--- config.mk ---
export PLATFORM = sky130hd
export DESIGN_NAME = bin_to_bcd_seq
export DESIGN_NICKNAME = d
export VERILOG_FILES = /design/src/rtl/bin_to_bcd_seq.sv
export SDC_FILE = /design/constraint.sdc
export NUM_CORES = 1
export LEC_CHECK = 0
export CAP_MARGIN = 20
export CORE_MARGIN = 2
export CORE_UTILIZATION = 50
export CTS_CLUSTER_SIZE = 40
export DETAILED_ROUTE_END_ITERATION = 10
export DONT_BUFFER_PORTS = 1
export HOLD_SLACK_MARGIN = 0.12
export SLEW_MARGIN = 10
export SYNTH_ARGS = -nofsm -noshare
export SYNTH_HDL_FRONTEND = slang
export SYNTH_SLANG_ARGS = --single-unit
--- constraint.sdc ---
create_clock -name clk -period 4.5 [get_ports clk]
set_input_delay 0.225 -clock clk [delete_from_list [all_inputs] [get_ports clk]]
set_output_delay 0.225 -clock clk [all_outputs]
set_load 0.01 [all_outputs]
--- src/rtl/bin_to_bcd_seq.sv ---
// Sequential binary-to-BCD converter using double-dabble, one bit per clock.
// Operand is accepted over in_valid/in_ready; the result is held on out_valid until out_ready.
module bin_to_bcd_seq #(
  parameter int unsigned WIDTH  = 32,
  parameter int unsigned DIGITS = 10
) (
  input  logic                         clk,
  input  logic                         rst,
  input  logic [WIDTH-1:0]             bin,
  input  logic                         in_valid,
  output logic                         in_ready,
  output logic [4*DIGITS-1:0]          bcd,
  output logic [$clog2(DIGITS+1)-1:0]  sig_digits,
  output logic                         out_valid,
  input  logic                         out_ready
);

  localparam int unsigned SigW = $clog2(DIGITS + 1);
  localparam int unsigned CntW = $clog2(WIDTH + 1);
  localparam int unsigned BcdW = 4 * DIGITS;
  // ceil(WIDTH * log10(2)) in integer arithmetic
  localparam int unsigned MinDigits = (WIDTH * 30103 + 99999) / 100000;

  if (WIDTH < 4) begin : gen_bad_width
    $error("bin_to_bcd_seq: WIDTH must be at least 4");
  end
  if (DIGITS < MinDigits) begin : gen_bad_digits
    $error("bin_to_bcd_seq: DIGITS too small to hold a WIDTH-bit value");
  end

  typedef enum logic [1:0] {StIdle, StShift, StDone} state_e;

  state_e           state_q;
  logic [WIDTH-1:0] bin_q;
  logic [BcdW-1:0]  scratch_q;
  logic [CntW-1:0]  cnt_q;

  logic [BcdW-1:0]  corr;
  logic [BcdW-1:0]  scratch_d;
  logic [SigW-1:0]  sig_d;

  // All digits are corrected from their pre-step values, then the whole chain shifts left.
  always_comb begin
    corr = scratch_q;
    for (int k = 0; k < DIGITS; k++) begin
      if (scratch_q[4*k +: 4] >= 4'd5) begin
        corr[4*k +: 4] = scratch_q[4*k +: 4] + 4'd3;
      end
    end
    scratch_d = (corr << 1) | BcdW'(bin_q[WIDTH-1]);
  end

  always_comb begin
    sig_d = SigW'(1);
    for (int k = 0; k < DIGITS; k++) begin
      if (scratch_d[4*k +: 4] != 4'd0) begin
        sig_d = SigW'(k + 1);
      end
    end
  end

  always_ff @(posedge clk or posedge rst) begin
    if (rst) begin
      state_q    <= StIdle;
      bin_q      <= '0;
      scratch_q  <= '0;
      cnt_q      <= '0;
      bcd        <= '0;
      sig_digits <= '0;
      out_valid  <= 1'b0;
      in_ready   <= 1'b1;
    end else begin
      unique case (state_q)
        StIdle: begin
          if (in_valid) begin
            bin_q     <= bin;
            scratch_q <= '0;
            cnt_q     <= '0;
            in_ready  <= 1'b0;
            state_q   <= StShift;
          end
        end
        StShift: begin
          scratch_q <= scratch_d;
          bin_q     <= {bin_q[WIDTH-2:0], 1'b0};
          cnt_q     <= cnt_q + 1'b1;
          if (cnt_q == CntW'(WIDTH - 1)) begin
            bcd        <= scratch_d;
            sig_digits <= sig_d;
            out_valid  <= 1'b1;
            state_q    <= StDone;
          end
        end
        StDone: begin
          if (out_ready) begin
            out_valid <= 1'b0;
            in_ready  <= 1'b1;
            state_q   <= StIdle;
          end
        end
        default: state_q <= StIdle;
      endcase
    end
  end

endmodule

==> impl_metrics.yaml, run 1 <==
run_status:
  status: "finished clean"
synthesis:
  synth_cell_types: 46
  synth_area_um2: 6190
  synthAdderAreaFrac_pct: 4.24
  synthTopCellsByArea: "dfrtp_1, o21ai_0, nand2_1"
  synth_top_area_share_pct: 50.5
  synth_top_family_by_area: "simple AND/OR/NAND/NOR gates"
  syn_inst: 672
  yosysSeqAreaShare_pct: 50.9
  synthXorXnorAreaFrac_pct: 1.56
  synth_compound_area_share_pct: 18.2
  synth-edff-count: 0
  synth_area_leader_cell: "dfrtp_1"
  ys.flop_type: "dfrtp_1"
  yosys_register_bits: 126
  synthArstFlopShare_pct: 100
  synthSimpleGateAreaFrac_pct: 19.1
  ys_warn_count: 0
  syn-num-nets: 729
  syn_avg_cell_area_um2: 9.22
  synth.area.mux_share_pct: 2.28
clock_network:
  clock_latency_ns: 0.42
  numCtsBuffers: 17
  clockBufferDepth: 2
  clkTransAtPathRegs_ns: 0.05
  post_cts_resized: 0
  cts_htree_levels: 4
  cts_sinks: 126
  root_buffer: "clkbuf_16"
  cts_tree: "built"
setup_path:
  reg2regPathDepth: 5
  r2r_end: "scratch_q[19]$_DFFE_PP0P_"
  endpoint_kind: "flip-flop"
  r2r_setup_slack_ns: 1.80
  crit_slowest_cell: "dfrtp_1"
  cp_max_fo: 44
  required_ns: 4.83
  arrival_ns: 3.03
  max_stage_delay_ns: 1.04
  crit_top_cell: "o21ai_0"
  crit_path_start_kind: "flip-flop"
  criticalPathCategory: "flip-flop to flip-flop"
  r2r_start: "state_q[1]$_DFFE_PP0P_"
  crit_chain: "inv_1 > o21ai_4 > buf_4 > o21ai_0 > o21ai_0"
placed_design:
  io_buffers: 0
  place_hpwl_um: 8980
  place.gp.congestion: 0.797
drt:
  drt-initial-drc-count: 221
  drc: 0
  drtPass1Iterations: 5
  num_vias: 4837
  vias_per_cell: 5.50
  postRouteAntennaNets: 0
  routed_wirelength_um: 13800
  post_drt_wl_per_cell_um: 15.7
global_routing:
  grt.met2_usage_pct: 36.6
  antenna_found_initial: 0
  grt_usage_pct: 22.4
  busiest_layer: "met2"
  grt-ovfl-total: 0
  grtUsageMet3_pct: 6.33
  grt_pass1_wl_um: 23300
  grt_use_met1_pct: 29.2
  grt_max_degree: 49
  grt_pass1_vias: 4760
cells_and_area:
  post-route-util_pct: 60.5
  final_net_count: 756
  diodes: 0
  drive_gt1_share_pct: 8.16
  area_growth_syn_to_layout_pct: 17.9
floorplan:
  ioPinCount: 82
  die_area_um2: 13300
  die_h_um: 115
  die_w_um: 115
  core-area_um2: 12100
  start_util_pct: 51.3
  rows: 40
timing:
  period_needed_ns: 2.70
  setup_viol: 0
  hold_viol: 0
  tightest_slew_ns: 1.07
  fin_tns_setup_ns: 0
  post-route-period-util_pct: 60.0
  report.final.slew_viol_count: 0
  fin_skew_ns: 0.00806
  fmax_mhz: 370
  rsz0062_at_grt: "false"
  slew_headroom_pct: 28.8
pwr:
  ir_drop_uv: 297
  p_seq_share_pct: 38.6
  p_comb_share_pct: 35.6
  p_leak_nw: 3.22
  power.density_nw_per_um2: 725
  p_sw_share_pct: 37.7
  p_switching_mw: 1.99
  clockPowerShare_pct: 25.9
  p_int_mw: 3.30
flow_run:
  maxCapViolations: 0
worst_hold_path:
  hold_class: "primary input to flip-flop"
  hp-start: "in_valid"
  min_path_cells: 3
  min_to: "bin_q[8]$_DFFE_PP0P_"
## flip-flops by register name, indices dropped and copies added (netlist names)
signal,count
scratch_q,40
bin_q,32
bcd,40
in_ready,1
cnt_q,6
out_valid,1
state_q,2
sig_digits,4
## Yosys cell counts (3+ instances only)
master,n
xnor2_1,10
nor2b_1,3
clkbuf_1,31
a31oi_1,35
nand3_1,10
dfrtp_1,125
nor2_1,26
and2_1,28
mux2_2,9
nor3_1,11
o21ai_0,101
ha_1,21
mux2i_1,4
nand2_1,122
inv_1,23
a22o_1,12
buf_1,3
nand2b_1,16
nor3b_1,11
a21oi_1,38
## worst max-delay path by stage
| stage | startpoint | to | slack, ns | depth (start not counted) |
|---|---|---|---|---|
| floorplan | rst | bcd[0]$_DFFE_PP0P_ | 0.92 | 1 |
| global placement | state_q[1]$_DFFE_PP0P_ | sig_digits[0]$_DFFE_PP0P_ | 1.91 | 5 |
| detailed placement | state_q[1]$_DFFE_PP0P_ | scratch_q[19]$_DFFE_PP0P_ | 1.82 | 5 |
| global route | state_q[1]$_DFFE_PP0P_ | scratch_q[15]$_DFFE_PP0P_ | 1.55 | 5 |
| finish | state_q[1]$_DFFE_PP0P_ | scratch_q[19]$_DFFE_PP0P_ | 1.80 | 5 |
| CTS | state_q[1]$_DFFE_PP0P_ | scratch_q[19]$_DFFE_PP0P_ | 1.80 | 5 |
## cells in the final DEF (no fill, tap or decap), types with 2 or more instances in the layout
cell	synthesis	routed
nor3b_1	11	11
xnor2_1	10	10
nand3_1	10	10
nand4_1	2	2
and2_1	28	28
bufinv_16	0	2
nor3_1	11	11
dfrtp_1	125	125
mux2i_1	4	4
o21ai_0	101	101
o211ai_1	2	2
clkbuf_8	0	6
a22o_1	12	12
nand2_1	122	122
clkbuf_16	0	17
mux2_2	9	9
nand3b_1	2	2
dlygate4sd3_1	0	35
inv_1	23	22
a31oi_1	35	35
ha_1	21	21
or3b_2	2	2
nor2b_1	3	3
nand2b_1	16	16
buf_4	0	8
clkinv_2	0	4
o31ai_1	2	2
nor2_1	26	26
a21oi_1	38	38
a22oi_1	2	2
clkbuf_1	31	2
## power groups by stage
stage | Combinational (mW) | Sequential (mW) | Clock [mW]
after floorplan | 1.50 | 1.94 | 0
after global placement | 1.78 | 2.04 | 0
after detailed placement | 1.86 | 2.05 | 0
after CTS | 1.89 | 2.04 | 1.39
after global routing | 2.16 | 2.11 | 1.46
final | 1.88 | 2.04 | 1.37
## worst max-delay path, delay by kind of cell (launching register included)
kind            cells  cell delay [ns]
compound gates      3             0.66
buf+inv             2             0.86
flops               1             1.04
## logic make-up (layout without fill, tap and decap cells)
logic type	count (synthesis)	count (layout)
compound gates	200	200
mux	13	13
fa+ha+maj	21	21
xor+xnor	11	11
buf+inv	59	98
flops	126	126
simple gates	242	242
## repair_timing
action                    4_1_cts  5_1_grt
hold buffers                   35        0
hold endpoints to repair       71        0
setup buffers                   0        0
## routing by layer
metal / share of wire [%] / up-vias
met2: 49 / 89
met4: 1.1 / 0
met1: 46 / 2351
met5: 0 / -
met3: 4.4 / 10
li1: - / 2387
## final cells by class
| cell class | count | area [um2] |
|---|---|---|
| Sequential cell | 126 | 3150 |
| Timing Repair Buffer | 44 | 425 |
| Inverter | 23 | 88.8 |
| Fill cell | 1033 | 4760 |
| Multi-Input combinational cell | 487 | 2830 |
| Clock buffer | 25 | 515 |
| Clock inverter | 6 | 80.1 |
| Tap cell | 168 | 210 |
## stage by stage
stage                     power [mW]  cell area, um2  instances  worst slack [ns]  hold slack, ns
after floorplan                 3.44            6190        672             0.921           0.311
after global placement          3.82            6340        812              1.91           0.151
after detailed placement        3.91            6340        812              1.82           0.154
after CTS                       5.33            7290        878              1.80           0.224
after global routing            5.73            7300        879              1.55           0.237
final                           5.29            7300        879              1.80           0.228
No activity file was read; power rests on OpenSTA's default activity.
==> run 2, diff against run 1 <==
--- a/config.mk
+++ b/config.mk
@@ -5,6 +5,7 @@
 export SDC_FILE = /design/constraint.sdc
 export NUM_CORES = 1
 export LEC_CHECK = 0
+export ABC_AREA = 1
 export CAP_MARGIN = 20
 export CORE_MARGIN = 2
 export CORE_UTILIZATION = 50
==> constraint.sdc (replaced) <==
create_clock -name clk -period 2.6 [get_ports clk]
set_input_delay 0.13 -clock clk [delete_from_list [all_inputs] [get_ports clk]]
set_output_delay 0.13 -clock clk [all_outputs]
set_load 0.01 [all_outputs]
==> run 2 against run 1 <==
  * Utilization is 0.90 points higher
  * Die area is 3.1% lower
  * Sequential power is 74% higher
  * Clock skew is 0.0018 ns lower
  * Critical path type unchanged
  * Highest routed layer unchanged
==> impl_metrics.yaml, run 2 <==
run_status:
  status: "finished clean"
cells_and_area:
  final_net_count: 777
  final_common_cell: "nand2_1"
  biggestRegsByFlops: "bcd: 40 flops, scratch_q: 40 flops, bin_q: 32 flops"
  fillCellCount: 977
  post-route-util_pct: 61.4
  diodes: 0
  area_growth_syn_to_layout_pct: 18.6
  drive_gt1_share_pct: 8.19
  design_area_um2: 7100
  layout_common_cells: "nand2_1, dfrtp_1, inv_1"
timing:
  fin_skew_ns: 0.00624
  setup_ws_ns: 0.516
  setup_viol: 0
  period_needed_ns: 2.08
  holdWs_ns: 0.376
  rsz0062_at_grt: "false"
  fin_tns_setup_ns: 0
  report.final.slew_viol_count: 0
  slew_headroom_pct: 42.4
  post-route-period-util_pct: 80.2
  hold_viol: 0
  tightest_slew_ns: 0.862
  fmax_mhz: 480
setup_path:
  r2r_setup_slack_ns: 0.52
  endpoint_kind: "flip-flop"
  r2r_end: "sig_digits[2]$_DFFE_PP0P_"
  critPathLaunch: "scratch_q[32]$_DFFE_PP0P_"
  cp_max_fo: 3
  crit_path_start_kind: "flip-flop"
  required_ns: 2.95
  endpoint: "sig_digits[2]$_DFFE_PP0P_"
  r2r_start: "scratch_q[32]$_DFFE_PP0P_"
  arrival_ns: 2.44
  criticalPathCategory: "flip-flop to flip-flop"
  reg2regPathDepth: 10
synthesis:
  synth_area_um2: 5990
  ys.flop_type: "dfrtp_1"
  synthArstFlopShare_pct: 100
  syn_avg_cell_area_um2: 8.76
  synth_top_area_share_pct: 52.2
  syn_inst: 684
  synth_area_leader_cell: "dfrtp_1"
  synth_cell_types: 32
  synth-edff-count: 0
  yosysSeqAreaShare_pct: 52.6
  synthTopCellsByArea: "dfrtp_1, nand2_1, inv_1"
  synth_common_cells: "nand2_1, dfrtp_1, inv_1, o21ai_0, o22ai_1"
  yosys_register_bits: 126
  syn-num-nets: 741
  yosysMostFrequentCell: "nand2_1"
  ys_warn_count: 0
drt:
  num_vias: 4715
  post_drt_wl_per_cell_um: 14.7
  routed_wirelength_um: 12900
  drc: 0
  vias_per_cell: 5.38
  drtPass1Iterations: 4
  drt-initial-drc-count: 214
  postRouteAntennaNets: 0
clock_network:
  numCtsBuffers: 17
  cts_sinks: 126
  clock_latency_ns: 0.41
  cts_setup_buffers: 0
  clockBufferDepth: 2
  clkTransAtPathRegs_ns: 0.06
  cts_htree_levels: 4
  root_buffer: "clkbuf_16"
  cts_tree: "built"
placed_design:
  place_hpwl_um: 8570
  io_buffers: 0
  dpl_cell_area_um2: 6160
  place.gp.congestion: 0.864
  dp_slack_ns: 0.551
floorplan:
  die_area_um2: 12900
  rows: 39
  die_h_um: 113
  die_w_um: 113
  core-area_um2: 11600
  start_util_pct: 51.8
  ioPinCount: 82
global_routing:
  grt_usage_pct: 21.5
  grt_pass1_wl_um: 22200
  grt_max_degree: 56
  grt-ovfl-total: 0
  antenna_found_initial: 0
  grt.met2_usage_pct: 36.2
  grt_use_met1_pct: 26.6
  grt_pass1_vias: 4868
  grtUsageMet3_pct: 5.47
  busiest_layer: "met2"
pwr:
  power.density_nw_per_um2: 1370
  ir_drop_uv: 600
  p_leak_nw: 3.46
worst_hold_path:
  hold_class: "primary input to asynchronous set/reset pin"
flow_run:
  maxCapViolations: 0
==> run 2: cell types whose count changed in the layout (fill, tap and decap cells not counted), moves of 25 or more <==
cell / before / now
o21ai_0: 101 / 67
a21oi_1: 38 / 7
o22ai_1: 1 / 44
and2_1: 28 / 3
inv_1: 22 / 104
nand2_1: 122 / 171
a31oi_1: 35 / 0
==> run 2: logic make-up (layout without fill, tap and decap cells) <==
family	after synthesis	in the layout	share of synthesized area (%)
compound gates	154	154	15.7
xor+xnor	10	10	1.71
flops	126	126	52.6
fa+ha+maj	21	21	4.39
buf+inv	137	186	8.83
simple gates	236	236	16.7
==> run 2: how the worst min path moves through the flow <==
stage                   start                         to  slack (ns)  depth (start not counted)
finish                    rst  scratch_q[10]$_DFFE_PP0P_        0.38                          2
CTS                   bin[27]      bin_q[27]$_DFFE_PP0P_        0.36                          3
global route          bin[26]      bin_q[26]$_DFFE_PP0P_        0.39                          3
floorplan           out_ready     state_q[1]$_DFFE_PP0P_        0.22                          1
detailed placement        rst   scratch_q[9]$_DFFE_PP0P_        0.21                          1
global placement          rst   scratch_q[9]$_DFFE_PP0P_        0.21                          1
==> run 2: stage by stage <==
step | power [mW] | std cells
after floorplan | 6.39 | 684
after global placement | 7.16 | 809
after detailed placement | 7.35 | 809
after CTS | 9.78 | 876
after global routing | 10.6 | 876
final | 9.71 | 876
==> run 2: timing repair <==
item                                    CTS  global route
endpoints found under the hold margin    69             0
hold buffers                             35             0
gates resized for setup                   0             0
endpoints found under the setup margin    0             0
==> run 2: power breakdown <==
part           switching [mW]  leakage [nW]  internal [mW]
clock                   0.807         0.294           1.53
combinational            2.45          1.58           1.37
sequential              0.666          1.59           2.88
total                    3.92          3.46           5.79
==> run 2: cell type report <==
type / instances / area, um2 / area share [%]
flip-flops and latches: 126 / 3150 / 44.4
multi-input cells: 421 / 2310 / 32.5
clock buffers: 26 / 509 / 7.17
repair buffers: 44 / 455 / 6.41
inverters: 110 / 418 / 5.88
well taps: 143 / 179 / 2.52
clock inverters: 6 / 80.1 / 1.13
==> run 2: critical path: stages, from the launching register on <==
cell and delay, ns:
dfrtp_1 0.40, inv_1 0.15, ha_1 0.21, inv_1 0.05, nand2_1 0.10, nand3_2 0.12, o21ai_1 0.23, nand4_1 0.27
nor4_2 0.35, nand2_1 0.09, nand2_1 0.06
==> run 2: routing by layer <==
metal,vias to the layer above,part of all wire (%),routed length (um)
met5,-,0,0
met4,0,1.7,221
met3,22,3.6,467
met2,103,49,6340
met1,2255,45,5840
li1,2335,-,-
